`src/rtl/scaler_pipe_catch_pkg.sv`:
```
// Shared scaler_dsp constants: a clog2 helper and the per-stage pipeline latencies.
package scaler_pipe_catch_pkg;

   // Ceiling log2, usable in constant expressions.
   function automatic int unsigned clog2(input int unsigned n);
      int unsigned r;
      r = 0;
      for (int unsigned i = 0; i < 32; i++) begin
         if ((32'd1 << i) < n) r = i + 1;
      end
      return r;
   endfunction

   // DSP stage latencies in clock cycles.
   localparam int unsigned LatScaleMul = 3;
   localparam int unsigned LatScaleRnd = 1;
   localparam int unsigned LatScaler   = LatScaleMul + LatScaleRnd;

   // Catch buffer must hold everything in flight plus one for full throughput.
   localparam int unsigned CatchDepth  = 1 << clog2(LatScaler + 1);

endpackage

```
`src/rtl/scaler_pipe_catch_ram.sv`:
```
// Simple dual-port register array: synchronous write, asynchronous read.
module scaler_pipe_catch_ram
   import scaler_pipe_catch_pkg::*;
#(
   parameter int unsigned BitWidth = 8,
   parameter int unsigned Depth    = 8,
   localparam int unsigned AddrW   = clog2(Depth)
) (
   input  logic                clk_i,
   input  logic                wr_en_i,
   input  logic [AddrW-1:0]    wr_addr_i,
   input  logic [BitWidth-1:0] wr_data_i,
   input  logic [AddrW-1:0]    rd_addr_i,
   output logic [BitWidth-1:0] rd_data_o
);

   logic [BitWidth-1:0] mem_q [Depth];

   // Storage array, written on push when the word does not bypass to the output register.
   always_ff @(posedge clk_i) begin
      if (wr_en_i) mem_q[wr_addr_i] <= wr_data_i;
   end

   assign rd_data_o = mem_q[rd_addr_i];

endmodule

```
`src/rtl/scaler_pipe_catch.sv`:
```
// Catches words from a non-stalling fixed-latency pipeline and hands them to a valid/ready
// consumer; issue credits bound the words in flight so the buffer cannot overflow.
module scaler_pipe_catch
   import scaler_pipe_catch_pkg::*;
#(
   parameter int unsigned BitWidth = 8,
   parameter int unsigned Depth    = CatchDepth,
   localparam int unsigned CntW    = clog2(Depth) + 1
) (
   input  logic                clk_i,
   input  logic                rst_ni,
   input  logic                issue_valid_i,
   output logic                issue_ready_o,
   input  logic                pipe_valid_i,
   input  logic [BitWidth-1:0] pipe_data_i,
   output logic                m_valid_o,
   output logic [BitWidth-1:0] m_data_o,
   input  logic                m_ready_i,
   output logic [CntW-1:0]     level_o,
   output logic [CntW-1:0]     credits_o,
   output logic                ovf_err_o,
   output logic                unf_err_o
);

   localparam int unsigned AddrW = clog2(Depth);
   localparam logic [CntW-1:0] DepthCnt = CntW'(Depth);

   logic [CntW-1:0]     credits_q, credits_d, level_q, level_d;
   logic [AddrW-1:0]    wptr_q, wptr_d, rptr_q, rptr_d;
   logic                m_valid_q, m_valid_d;
   logic [BitWidth-1:0] m_data_q, m_data_d, rd_data;
   logic                ovf_q, ovf_d, unf_q, unf_d;
   logic                issue, pop, full, push, mem_empty, out_load, load_mem, bypass, wr_en;

   assign issue_ready_o = (credits_q != '0);
   assign issue         = issue_valid_i & issue_ready_o;
   assign pop           = m_valid_q & m_ready_i;
   assign full          = (level_q == DepthCnt);
   // A pop in the same cycle frees the slot, so a full buffer still accepts the word.
   assign push          = pipe_valid_i & (~full | pop);
   // The output register is always filled first, so the array holds level minus that slot.
   assign mem_empty     = (level_q == CntW'(m_valid_q));
   assign out_load      = ~m_valid_q | pop;
   assign load_mem      = out_load & ~mem_empty;
   assign bypass        = out_load & mem_empty & push;
   assign wr_en         = push & ~bypass;

   // Next-state for counters, pointers, output register and sticky error flags.
   always_comb begin
      credits_d = credits_q;
      if (issue && !pop)      credits_d = credits_q - 1'b1;
      else if (pop && !issue) credits_d = credits_q + 1'b1;

      level_d = level_q;
      if (push && !pop)      level_d = level_q + 1'b1;
      else if (pop && !push) level_d = level_q - 1'b1;

      m_valid_d = m_valid_q;
      m_data_d  = m_data_q;
      rptr_d    = rptr_q;
      wptr_d    = wptr_q;
      if (load_mem) begin
         m_valid_d = 1'b1;
         m_data_d  = rd_data;
         rptr_d    = rptr_q + 1'b1;
      end else if (bypass) begin
         m_valid_d = 1'b1;
         m_data_d  = pipe_data_i;
      end else if (out_load) begin
         m_valid_d = 1'b0;
      end
      if (wr_en) wptr_d = wptr_q + 1'b1;

      ovf_d = ovf_q | (pipe_valid_i & full & ~pop);
      unf_d = unf_q | (issue_valid_i & ~issue_ready_o);
   end

   // State registers; reset discards all stored words and clears the error flags.
   always_ff @(posedge clk_i or negedge rst_ni) begin
      if (!rst_ni) begin
         credits_q <= DepthCnt;
         level_q   <= '0;
         wptr_q    <= '0;
         rptr_q    <= '0;
         m_valid_q <= 1'b0;
         m_data_q  <= '0;
         ovf_q     <= 1'b0;
         unf_q     <= 1'b0;
      end else begin
         credits_q <= credits_d;
         level_q   <= level_d;
         wptr_q    <= wptr_d;
         rptr_q    <= rptr_d;
         m_valid_q <= m_valid_d;
         m_data_q  <= m_data_d;
         ovf_q     <= ovf_d;
         unf_q     <= unf_d;
      end
   end

   scaler_pipe_catch_ram #(
      .BitWidth (BitWidth),
      .Depth    (Depth)
   ) u_ram (
      .clk_i     (clk_i),
      .wr_en_i   (wr_en),
      .wr_addr_i (wptr_q),
      .wr_data_i (pipe_data_i),
      .rd_addr_i (rptr_q),
      .rd_data_o (rd_data)
   );

   assign m_valid_o = m_valid_q;
   assign m_data_o  = m_data_q;
   assign level_o   = level_q;
   assign credits_o = credits_q;
   assign ovf_err_o = ovf_q;
   assign unf_err_o = unf_q;

endmodule

```
`config.mk`:
```
export PLATFORM = sky130hd
export DESIGN_NAME = scaler_pipe_catch
export DESIGN_NICKNAME = d
export VERILOG_FILES = /design/src/rtl/scaler_pipe_catch_pkg.sv /design/src/rtl/scaler_pipe_catch_ram.sv /design/src/rtl/scaler_pipe_catch.sv
export SDC_FILE = /design/constraint.sdc
export NUM_CORES = 1
export LEC_CHECK = 0
export CELL_PAD_IN_SITES_DETAIL_PLACEMENT = 1
export CELL_PAD_IN_SITES_GLOBAL_PLACEMENT = 1
export CORE_MARGIN = 4
export CORE_UTILIZATION = 49
export CTS_CLUSTER_SIZE = 12
export DETAILED_ROUTE_END_ITERATION = 6
export PLACE_DENSITY_LB_ADDON = 0.25
export SYNTH_ARGS = -nofsm -noshare
export SYNTH_HDL_FRONTEND = slang
export SYNTH_HIERARCHICAL = 1
export SYNTH_SLANG_ARGS = --single-unit
export TNS_END_PERCENT = 1
```
`constraint.sdc`:
```
create_clock -name clk_i -period 2.35 [get_ports clk_i]
set_input_delay 0.235 -clock clk_i [delete_from_list [all_inputs] [get_ports clk_i]]
set_output_delay 0.235 -clock clk_i [all_outputs]
set_load 0.05 [all_outputs]
```
==> results.ini <==
[drt]
drc = 0
initialDrtViolationCount = 88
vias = 2097
detail_route.wl_per_cell_um = 19.6
viasPerCell = 5.39
drt-pass1-iter-count = 4
antenna_violating_nets_post_route = 0
routed_wirelength_mm = 7.61

[global_route]
global_route_wire_length_before_repair_mm = 12.4
grt_start_max_net_pins = 26
grt_overflow = 0
first_global_vias = 2323
antenna_found_initial = 0
globalRouteTotalUtil_pct = 17.3

[sta]
timing.final.setup_violations = 0
rsz_0062_raised_after_global_routing = false
min_period_ps = 2190
finalHoldViolCount = 0
tightestPinTransition_ps = 949
clock-skew-final_ps = 7.57
post-route-period-util_pct = 93.0
timing_max_transition_violations_final = 0
maxSlewHeadroom_pct = 36.8
max_freq_mhz = 458

[clock_tree]
path_clk_slew_ps = 90
tritoncts.num_buffers = 9
clockBufferDepth = 2
clock_sink_count = 89
h-tree-depth = 3
clock_insertion_delay_worst_skew_ps = 350
cts-root-buf = clkbuf_8
cts_tree = yes

[min_path]
worstHoldPathType = input port to async pin

[placed_design]
postPlaceCellArea_um2 = 4470
gpl.final_weighted_congestion = 0.729
place.detailed.hpwl_mm = 5.35
port_buffers = 32

[synth]
synth-edff-count = 64
syn-cell-area_um2 = 3910
mappedNetlistNets = 248
synthFlopType = edfxtp_1
synth_seq_cells = 89
synth_cells = 226
yosysWarnings = 6
synthDistinctLibCells = 42
synthArstFlopShare_pct = 28.1
synth.yosys.seq_area_share_pct = 65.2
syn_avg_cell_area_um2 = 17.3

[setup_path]
worst_ep_arrival_time_ps = 2420
timing.critical_path.required_ps = 2590
startpoint_type = register
critPathMaxFanout = 5
path_class = register to register
cp-end-kind = register

[final_layout]
flow.area_growth_from_synthesis_pct = 20.0
antenna-diode-count = 0
final_layout_size_suffix_gt1_share_pct = 24.0
final_net_count = 304
area.sequential_um2 = 2550
fill_cells = 735
finish.instance_area_um2 = 4690
multi_input_area_um2 = 1280

[power_and_ir_drop]
ir_drop_v = 0.000587
power.static_leakage_nw = 1.72
power_per_cell_area_nw_per_um2 = 1320
finalPower_w = 0.00617

[die]
std_cell_rows = 32
die-height_um = 97.3
ios = 33
dieArea_um2 = 9460
core_region_area_um2 = 7730
floorplan.initialDensity_pct = 50.6
dieWidth_um = 97.3

[outcome]
run_status = finished, final reports clean

[job]
drv_cap = 0

-- layer usage --
metal  track usage [%]  vias to the layer above  wire length, um
met4              5.43                        0               97
li1                  -                      992                -
met3              3.23                        9              288
met1              23.4                     1059             3420
met5                 0                        -                0
met2              28.7                       37             3800
-- critical path, stage by stage, from the launching register on --
cell and delay (ps):
dfrtp_1 390, nor4_2 400, nor2b_1 120, ha_1 270, xor2_1 170, ha_1 190
a21oi_1 150, xor2_1 170, nor2_1 70, xor2_1 140
-- Yosys cell counts (2+ instances only) --
cell	number	area [um^2]
nand2_1	6	22.5
nor2b_1	2	12.5
dfrtp_1	24	601
nand2b_1	4	25.0
nor3_1	4	20.0
buf_2	2	10.0
a21oi_1	3	15.0
inv_1	5	18.8
edfxtp_1	64	1920
mux2_2	11	124
a21o_1	2	15.0
o21ai_0	2	10.0
ha_1	8	100
nor4_1	3	18.8
mux4_1	15	394
mux2i_1	8	80.1
nor2_1	15	56.3
xor2_1	6	52.6
a21oi_2	9	78.8
a211oi_1	2	15.0
buf_6	3	33.8
nor2_2	2	12.5
xnor2_1	7	61.3
-- where the power goes --
part | total [W] | internal, W | switching [W]
clock network | 0.00106 | 0.000507 | 0.000555
logic | 0.00274 | 0.00122 | 0.00151
registers | 0.00237 | 0.00209 | 0.000284
total | 0.00617 | 0.00382 | 0.00235
-- sequential cells by signal, indices dropped and copies added (netlist names) --
register,flops
level_o,4
wptr_q,3
m_valid_o,1
rptr_q,3
m_data_o,8
u_ram/mem_q,64
credits_o,4
unf_err_o,1
ovf_err_o,1
-- cell type report --
class	count	share of cell area, %
timing repair buffer	54	10.9
clock inverter	6	1.58
multi-input combinational	123	27.3
inverter	5	0.400
sequential	89	54.4
clock buffer	10	2.72
tap	102	2.72
-- stage by stage --
| step | worst slack [ps] | setup TNS [ps] | cells | utilization (%) | hold WS, ps |
|---|---|---|---|---|---|
| CTS | 71.2 | 0 | 389 | 60.5 | 257 |
| global placement | 50.9 | 0 | 373 | 57.9 | 438 |
| finish | 165 | 0 | 389 | 60.7 | 253 |
| floorplan | -13.7 | -13.7 | 226 | - | -60.6 |
| detailed placement | -50.4 | -50.4 | 373 | 57.9 | 465 |
| global route | 40.7 | 0 | 389 | 60.7 | 292 |
-- cell usage in the layout (no fill, tap or decap), drive strengths merged, types with 10 or more instances in the layout --
cell type / Yosys / routed
mux2: 12 / 12
buf: 8 / 22
dfrtp: 24 / 24
clkdlybuf4s50: 0 / 32
nor2: 17 / 17
edfxtp: 64 / 64
mux4: 16 / 16
a21oi: 12 / 12
clkbuf: 1 / 10
-- final timing paths --
kind                                           from                       end  slack [ps]  cells after the start
max                        credits_o[2]$_DFFE_PN0P_  credits_o[2]$_DFFE_PN0P_         160                      9
min                                          rst_ni  credits_o[2]$_DFFE_PN0P_         250                      2
max reg2reg                credits_o[2]$_DFFE_PN0P_  credits_o[2]$_DFFE_PN0P_         160                      9
max in group asynchronous                    rst_ni  credits_o[3]$_DFFE_PN1P_        1800                      2
min reg2reg                     ovf_err_o$_DFF_PN0_       ovf_err_o$_DFF_PN0_         490                      1
min in group clk_i              ovf_err_o$_DFF_PN0_       ovf_err_o$_DFF_PN0_         490                      1
-- kinds of logic (layout without fill, tap and decap cells) --
logic type,after synthesis,count (layout),share of synthesized area [%]
AO/OA/AOI/OAI,24,24,4.58
XOR/XNOR,13,13,2.91
adder cells (fa/ha/maj),9,9,3.08
buffers and inverters,14,75,2.50
flip-flops,89,89,65.2
multiplexers,36,36,16.2
AND/OR/NAND/NOR,41,41,5.51
-- repair_timing --
action | CTS | global route
endpoints found under the setup margin | 0 | 1
buffers inserted | 0 | 0
gates resized for setup | 0 | 3
hold buffers | 0 | 0
No activity file was read; power rests on OpenSTA's default activity.
